`config.mk`:
```
export PLATFORM = sky130hd
export DESIGN_NAME = seg7_reader
export DESIGN_NICKNAME = d
export VERILOG_FILES = /design/src/rtl/seg7_pkg.sv /design/src/rtl/seg7_encode.sv /design/src/rtl/seg7_reader.sv
export SDC_FILE = /design/constraint.sdc
export NUM_CORES = 1
export LEC_CHECK = 0
export ABC_CLOCK_PERIOD_IN_PS = 5000
export CORE_MARGIN = 2
export CORE_UTILIZATION = 33
export DETAILED_ROUTE_END_ITERATION = 16
export SKIP_CTS_REPAIR_TIMING = 1
export SLEW_MARGIN = 20
export SYNTH_ARGS = -nofsm -noshare
export SYNTH_HDL_FRONTEND = slang
export SYNTH_SLANG_ARGS = --single-unit
```
`constraint.sdc`:
```
create_clock -name clk -period 5 [get_ports clk]
set_input_delay 1 -clock clk [delete_from_list [all_inputs] [get_ports clk]]
set_output_delay 1 -clock clk [all_outputs]
set_load 0.02 [all_outputs]
```
`src/rtl/seg7_pkg.sv`:
```
// Shared constants for the 7-segment reader: the active-low glyph
// patterns, the all-off blank pattern and the handshake FSM states.
package seg7_pkg;

  localparam logic [6:0] SEG_0     = 7'h40;
  localparam logic [6:0] SEG_1     = 7'h79;
  localparam logic [6:0] SEG_2     = 7'h24;
  localparam logic [6:0] SEG_3     = 7'h30;
  localparam logic [6:0] SEG_4     = 7'h19;
  localparam logic [6:0] SEG_5     = 7'h12;
  localparam logic [6:0] SEG_6     = 7'h02;
  localparam logic [6:0] SEG_7     = 7'h78;
  localparam logic [6:0] SEG_8     = 7'h00;
  localparam logic [6:0] SEG_9     = 7'h10;
  localparam logic [6:0] SEG_A     = 7'h08;
  localparam logic [6:0] SEG_B     = 7'h03;
  localparam logic [6:0] SEG_C     = 7'h46;
  localparam logic [6:0] SEG_D     = 7'h21;
  localparam logic [6:0] SEG_E     = 7'h06;
  localparam logic [6:0] SEG_F     = 7'h0E;
  localparam logic [6:0] SEG_BLANK = 7'h7F;

  typedef enum logic {TRACK = 1'b0, OUT = 1'b1} state_t;

endpackage

```
`src/rtl/seg7_encode.sv`:
```
// Combinational inverse of the hex-to-segment decoder.
// SEG7_READER_BLANK_EN: all-off pattern decodes as a legal blank.
module seg7_encode
  import seg7_pkg::*;
(
  input  logic [6:0] seg_n,
  output logic [3:0] nibble,
  output logic       err
`ifdef SEG7_READER_BLANK_EN
  ,
  output logic       blank
`endif
);

  // Map glyph to nibble; anything unrecognised flags err with nibble 0
  always_comb begin
    nibble = 4'h0;
    err    = 1'b0;
`ifdef SEG7_READER_BLANK_EN
    blank  = 1'b0;
`endif
    case (seg_n)
      SEG_0: nibble = 4'h0;
      SEG_1: nibble = 4'h1;
      SEG_2: nibble = 4'h2;
      SEG_3: nibble = 4'h3;
      SEG_4: nibble = 4'h4;
      SEG_5: nibble = 4'h5;
      SEG_6: nibble = 4'h6;
      SEG_7: nibble = 4'h7;
      SEG_8: nibble = 4'h8;
      SEG_9: nibble = 4'h9;
      SEG_A: nibble = 4'hA;
      SEG_B: nibble = 4'hB;
      SEG_C: nibble = 4'hC;
      SEG_D: nibble = 4'hD;
      SEG_E: nibble = 4'hE;
      SEG_F: nibble = 4'hF;
`ifdef SEG7_READER_BLANK_EN
      SEG_BLANK: blank = 1'b1;
`endif
      default: err = 1'b1;
    endcase
  end

endmodule

```
`src/rtl/seg7_reader.sv`:
```
// Stability-filtered 7-segment reader with valid/ready output.
// One nibble is emitted per distinct qualified pattern; a distinct
// pattern qualifying while a result is still held sets sticky overrun.
// SEG7_READER_BLANK_EN: adds out_blank and treats 7'h7F as legal blank.
module seg7_reader
  import seg7_pkg::*;
#(
  parameter int STABLE_CYCLES = 4
) (
  input  logic       clk,
  input  logic       rst_n,
  input  logic [6:0] seg_n,
  input  logic       out_ready,
  input  logic       clr_overrun,
  output logic       out_valid,
  output logic [3:0] out_nibble,
  output logic       out_err,
`ifdef SEG7_READER_BLANK_EN
  output logic       out_blank,
`endif
  output logic       overrun
);

  localparam int CNT_W = $clog2(STABLE_CYCLES + 1);
  localparam logic [CNT_W-1:0] CNT_MAX = CNT_W'(STABLE_CYCLES);
`ifdef SEG7_READER_BLANK_EN
  localparam logic [6:0] LAST_PAT_RST = 7'h7F;
`else
  localparam logic [6:0] LAST_PAT_RST = 7'h7E;
`endif

  logic [6:0]       seg_q, seg_d;
  logic [CNT_W-1:0] stab_cnt_q, stab_cnt_d;
  logic [6:0]       last_pat_q, last_pat_d;
  logic             first_q, first_d;
  state_t           state_q, state_d;
  logic [3:0]       nib_q, nib_d;
  logic             err_q, err_d;
  logic             overrun_q, overrun_d;
  logic             qualified;
  logic [3:0]       enc_nib;
  logic             enc_err;
`ifdef SEG7_READER_BLANK_EN
  logic             blank_q, blank_d;
  logic             enc_blank;
`endif

  seg7_encode u_enc (
    .seg_n  (seg_q),
    .nibble (enc_nib),
`ifdef SEG7_READER_BLANK_EN
    .blank  (enc_blank),
`endif
    .err    (enc_err)
  );

  // Stability filter: count consecutive cycles the input matched the sample
  always_comb begin
    seg_d = seg_n;
    if (seg_n != seg_q)          stab_cnt_d = '0;
    else if (stab_cnt_q != CNT_MAX) stab_cnt_d = stab_cnt_q + CNT_W'(1);
    else                         stab_cnt_d = stab_cnt_q;
    // first bypasses the marker so a steady 7'h7E is still emitted once
    qualified = (stab_cnt_q == CNT_MAX) && (first_q || (seg_q != last_pat_q));
  end

  // Handshake FSM: capture on qualify, hold until consumer takes it
  always_comb begin
    state_d    = state_q;
    last_pat_d = last_pat_q;
    first_d    = first_q;
    nib_d      = nib_q;
    err_d      = err_q;
`ifdef SEG7_READER_BLANK_EN
    blank_d    = blank_q;
`endif
    overrun_d  = overrun_q & ~clr_overrun;
    case (state_q)
      TRACK: if (qualified) begin
        nib_d      = enc_nib;
        err_d      = enc_err;
`ifdef SEG7_READER_BLANK_EN
        blank_d    = enc_blank;
`endif
        last_pat_d = seg_q;
        first_d    = 1'b0;
        state_d    = OUT;
      end
      OUT: begin
        // dropped pattern stays un-latched so it re-qualifies after OUT
        if (qualified) overrun_d = 1'b1;
        if (out_ready) state_d = TRACK;
      end
      default: state_d = TRACK;
    endcase
  end

  // State registers
  always_ff @(posedge clk or negedge rst_n) begin
    if (!rst_n) begin
      seg_q      <= SEG_BLANK;
      stab_cnt_q <= '0;
      last_pat_q <= LAST_PAT_RST;
      first_q    <= 1'b1;
      state_q    <= TRACK;
      nib_q      <= 4'h0;
      err_q      <= 1'b0;
`ifdef SEG7_READER_BLANK_EN
      blank_q    <= 1'b0;
`endif
      overrun_q  <= 1'b0;
    end else begin
      seg_q      <= seg_d;
      stab_cnt_q <= stab_cnt_d;
      last_pat_q <= last_pat_d;
      first_q    <= first_d;
      state_q    <= state_d;
      nib_q      <= nib_d;
      err_q      <= err_d;
`ifdef SEG7_READER_BLANK_EN
      blank_q    <= blank_d;
`endif
      overrun_q  <= overrun_d;
    end
  end

  assign out_valid  = (state_q == OUT);
  assign out_nibble = nib_q;
  assign out_err    = err_q;
`ifdef SEG7_READER_BLANK_EN
  assign out_blank  = blank_q;
`endif
  assign overrun    = overrun_q;

endmodule

```
==> summary.txt <==
Clock network
  • Max H-tree Level: 1
  • Clock Sinks: 25
  • CTS buffer count: 3
  • CTS Root Cell: clkbuf_8
  • Clk_lat worst skew: 0.27 ns
  • Clk buf depth: 2
  • CTS tree: built
  • Clk pin slew, worst setup/hold paths: 0.09 ns

Synth
  • Most used flip-flop cell after synthesis: dfstp_2
  • Seq cells post-synth: 25
  • Cells after Synth: 138
  • Asr flop ratio synth: 1.00
  • Average cell area after synthesis: 10.2 µm²
  • Ys Warns: 0
  • Seq/Total Area, Yosys: 0.456
  • Number of synthesized flops with an enable pin: 0
  • Synth area leaders: dfstp_2 26%, dfrtp_1 20%, xor2_1 6.8%, mux2_2 6.4%, nor2_1 3.5%
  • Mapped Area: 1410 µm²
  • Post-synthesis cell type count: 42
  • Leading area contributor after synthesis: dfstp_2
  • Post-synth net total: 151
  • Area share of the largest cell type after synthesis: 0.261

Outcome
  • Status: complete, no violations

Min path
  • Worst hold-check path type: reg -> reg
  • Hold depth: 1

Layout
  • Multi-input gate area: 691 µm²
  • Finished Core Util: 0.401
  • Post-layout nets: 162
  • Most common cell after layout, fill and taps aside: clkdlybuf4s50_1
  • Non-filler cells, final: 198
  • Layout overhead on the synthesized area: 15.2%
  • Fillers: 401
  • Final instance area: 1630 µm²
  • Ant. Diodes: 0
  • FF/Latch Area: 643 µm²
  • Most frequent cells in the layout: 16 x clkdlybuf4s50_1, 14 x dfstp_2, 13 x nor2_1
  • Share of post-route cells with drive strength above 1: 0.209

Critical path
  • Critical Path Slowest Stage Cell: dfstp_2
  • FF-to-FF path depth: 4
  • Crit-path max cell delay: 0.73 ns
  • Worst setup EP type: register
  • CP top delay family: flip-flops
  • WP depth: 4
  • CP cell instances: xor2_1 > nor4_4 > a211oi_4 > mux2_2
  • Peak fanout along the critical path: 17
  • CP Buf/Inv Count: 0
  • Setup Crit Path Kind: reg -> reg
  • CP arrival: 2.52 ns
  • Critical Path RT: 5.16 ns
  • Worst setup SP type: register

Routing
  • Via count: 1034
  • Starting DRT DRC Count: 44
  • Antenna viol nets, final: 0
  • First-pass DRT Iterations: 4
  • Drt wl/cell: 14.5 µm
  • Residual DRC: 0
  • Vias/cell: 5.22
  • WL final: 2870 µm

Die
  • Site row count: 23
  • Die H: 69.4 µm
  • Die Wd: 69.4 µm
  • I/O Pins: 18
  • Core Footprint: 4060 µm²
  • Full die area: 4820 µm²
  • Starting Density: 0.348

Timing
  • Setup-failing EPs final: 0
  • RSZ-0062 raised after global routing: false
  • Worst-Margin Slew: 0.838 ns
  • Post-route minimum period: 2.36 ns
  • PnR worst setup slack: 2.64 ns
  • Final Max Tran Viols: 0
  • Top achievable clock speed: 424 MHz
  • Worst Skew: 0.00497 ns
  • Final hold violations: 0
  • Slew headroom: 0.439
  • Fin Setup TNS: 0 ns
  • Fin crit share: 0.471

Power and ir drop
  • P_leak: 0.633 nW
  • Pwr Density: 231 nW/µm²
  • Worst IR Drop VDD: 0.115 mV
  • Sequential Power Share: 0.589
  • Switching portion of total power: 0.248
  • Switch Pwr: 93.4 µW
  • Clock power frac: 0.325
  • Power Internal: 282 µW
  • Combinational group share of total power: 0.086

Global route
  • Total gr overflow: 0
  • First-pass GRT wire length: 5350 µm
  • Total Routing Usage GR: 0.133
  • Number of global-route vias before repair: 1149
  • Antenna violations before repair: 0
  • Largest net degree at the start of global routing: 26

Flow run
  • Max Cap Viol: 0

Placement
  • Placed cells: 194
  • Setup WS pre-CTS: 2.54 ns
  • Placed wire-length estimate: 2010 µm
  • Port bufs: 17
  • Routability cong.: 0.709
  • Post-DP Area: 1590 µm²
logic make-up after synthesis:
group	count (synthesis)	share of synthesized area
mux	9	0.0709
buf+inv	16	0.0550
flops	25	0.456
simple gates	48	0.191
compound gates	22	0.110
xor+xnor	16	0.0993
fa+ha+maj	2	0.0177
metrics by stage:
stage | power [mW] | hold WS (ns)
finish | 0.376 | 0.497
global route | 0.396 | 0.510
CTS | 0.381 | 0.498
detailed placement | 0.258 | 0.482
global placement | 0.256 | 0.483
floorplan | 0.241 | 0.472
state kept, by name, indices dropped and copies added (netlist names):
name,flops
last_pat_q,7
out_nibble,4
seg_q,7
out_valid,1
stab_cnt_q,3
overrun,1
first_q,1
out_err,1
synthesized netlist by cell type, drive strengths merged (2+ instances only):
cell type / number
nor3: 4
nor4: 5
nor2: 13
inv: 5
clkbuf: 5
xor2: 11
nor3b: 2
dfstp: 14
or3: 2
nand3: 5
o21ai: 5
dfrtp: 11
buf: 6
a31oi: 2
nand2: 9
a21oi: 7
mux2: 8
ha: 2
a211oi: 2
xnor2: 5
per-layer routing:
| metal | part of all wire | up-vias | GRT usage | wire [µm] |
|---|---|---|---|---|
| li1 | - | 499 | - | - |
| met1 | 0.45 | 517 | 0.165 | 1290 |
| met2 | 0.51 | 15 | 0.238 | 1460 |
| met3 | 0.032 | 3 | 0.0291 | 91 |
| met4 | 0.0084 | 0 | 0.0261 | 24 |
| met5 | 0 | - | 0 | 0 |
final cells by class:
type,count,share of cell area
tap,50,0.0385
sequential,25,0.396
inverter,5,0.0115
timing repair buffer,17,0.102
clock buffer,4,0.0277
multi-input combinational,97,0.425
path summary, 6_finish.rpt:
check                                     from                         to  slack [ns]
setup / recovery            seg_q[6]$_DFF_PN1_  last_pat_q[0]$_DFFE_PN0P_        2.64
hold / removal             first_q$_DFFE_PN1P_        first_q$_DFFE_PN1P_        0.50
setup reg to reg            seg_q[6]$_DFF_PN1_  last_pat_q[0]$_DFFE_PN0P_        2.64
hold reg to reg            first_q$_DFFE_PN1P_        first_q$_DFFE_PN1P_        0.50
max in group asynchronous                rst_n         seg_q[3]$_DFF_PN1_        3.92
min in group asynchronous                rst_n        out_valid$_DFF_PN0_        0.71
worst register-to-register path: stages (launching register included):
cell      delay, ns
dfstp_2        0.73
xor2_1         0.28
nor4_4         0.09
a211oi_4       0.73
mux2_2         0.42
power groups by stage:
stage          sequential, mW  combinational (mW)  clock [mW]
2_1_floorplan           0.213              0.0278           0
3_3_place_gp            0.224              0.0327           0
3_5_place_dp            0.225              0.0330           0
4_1_cts                 0.221              0.0333       0.126
5_1_grt                 0.223              0.0368       0.136
6_report                0.221              0.0323       0.122
No activity file was read; power rests on OpenSTA's default activity.
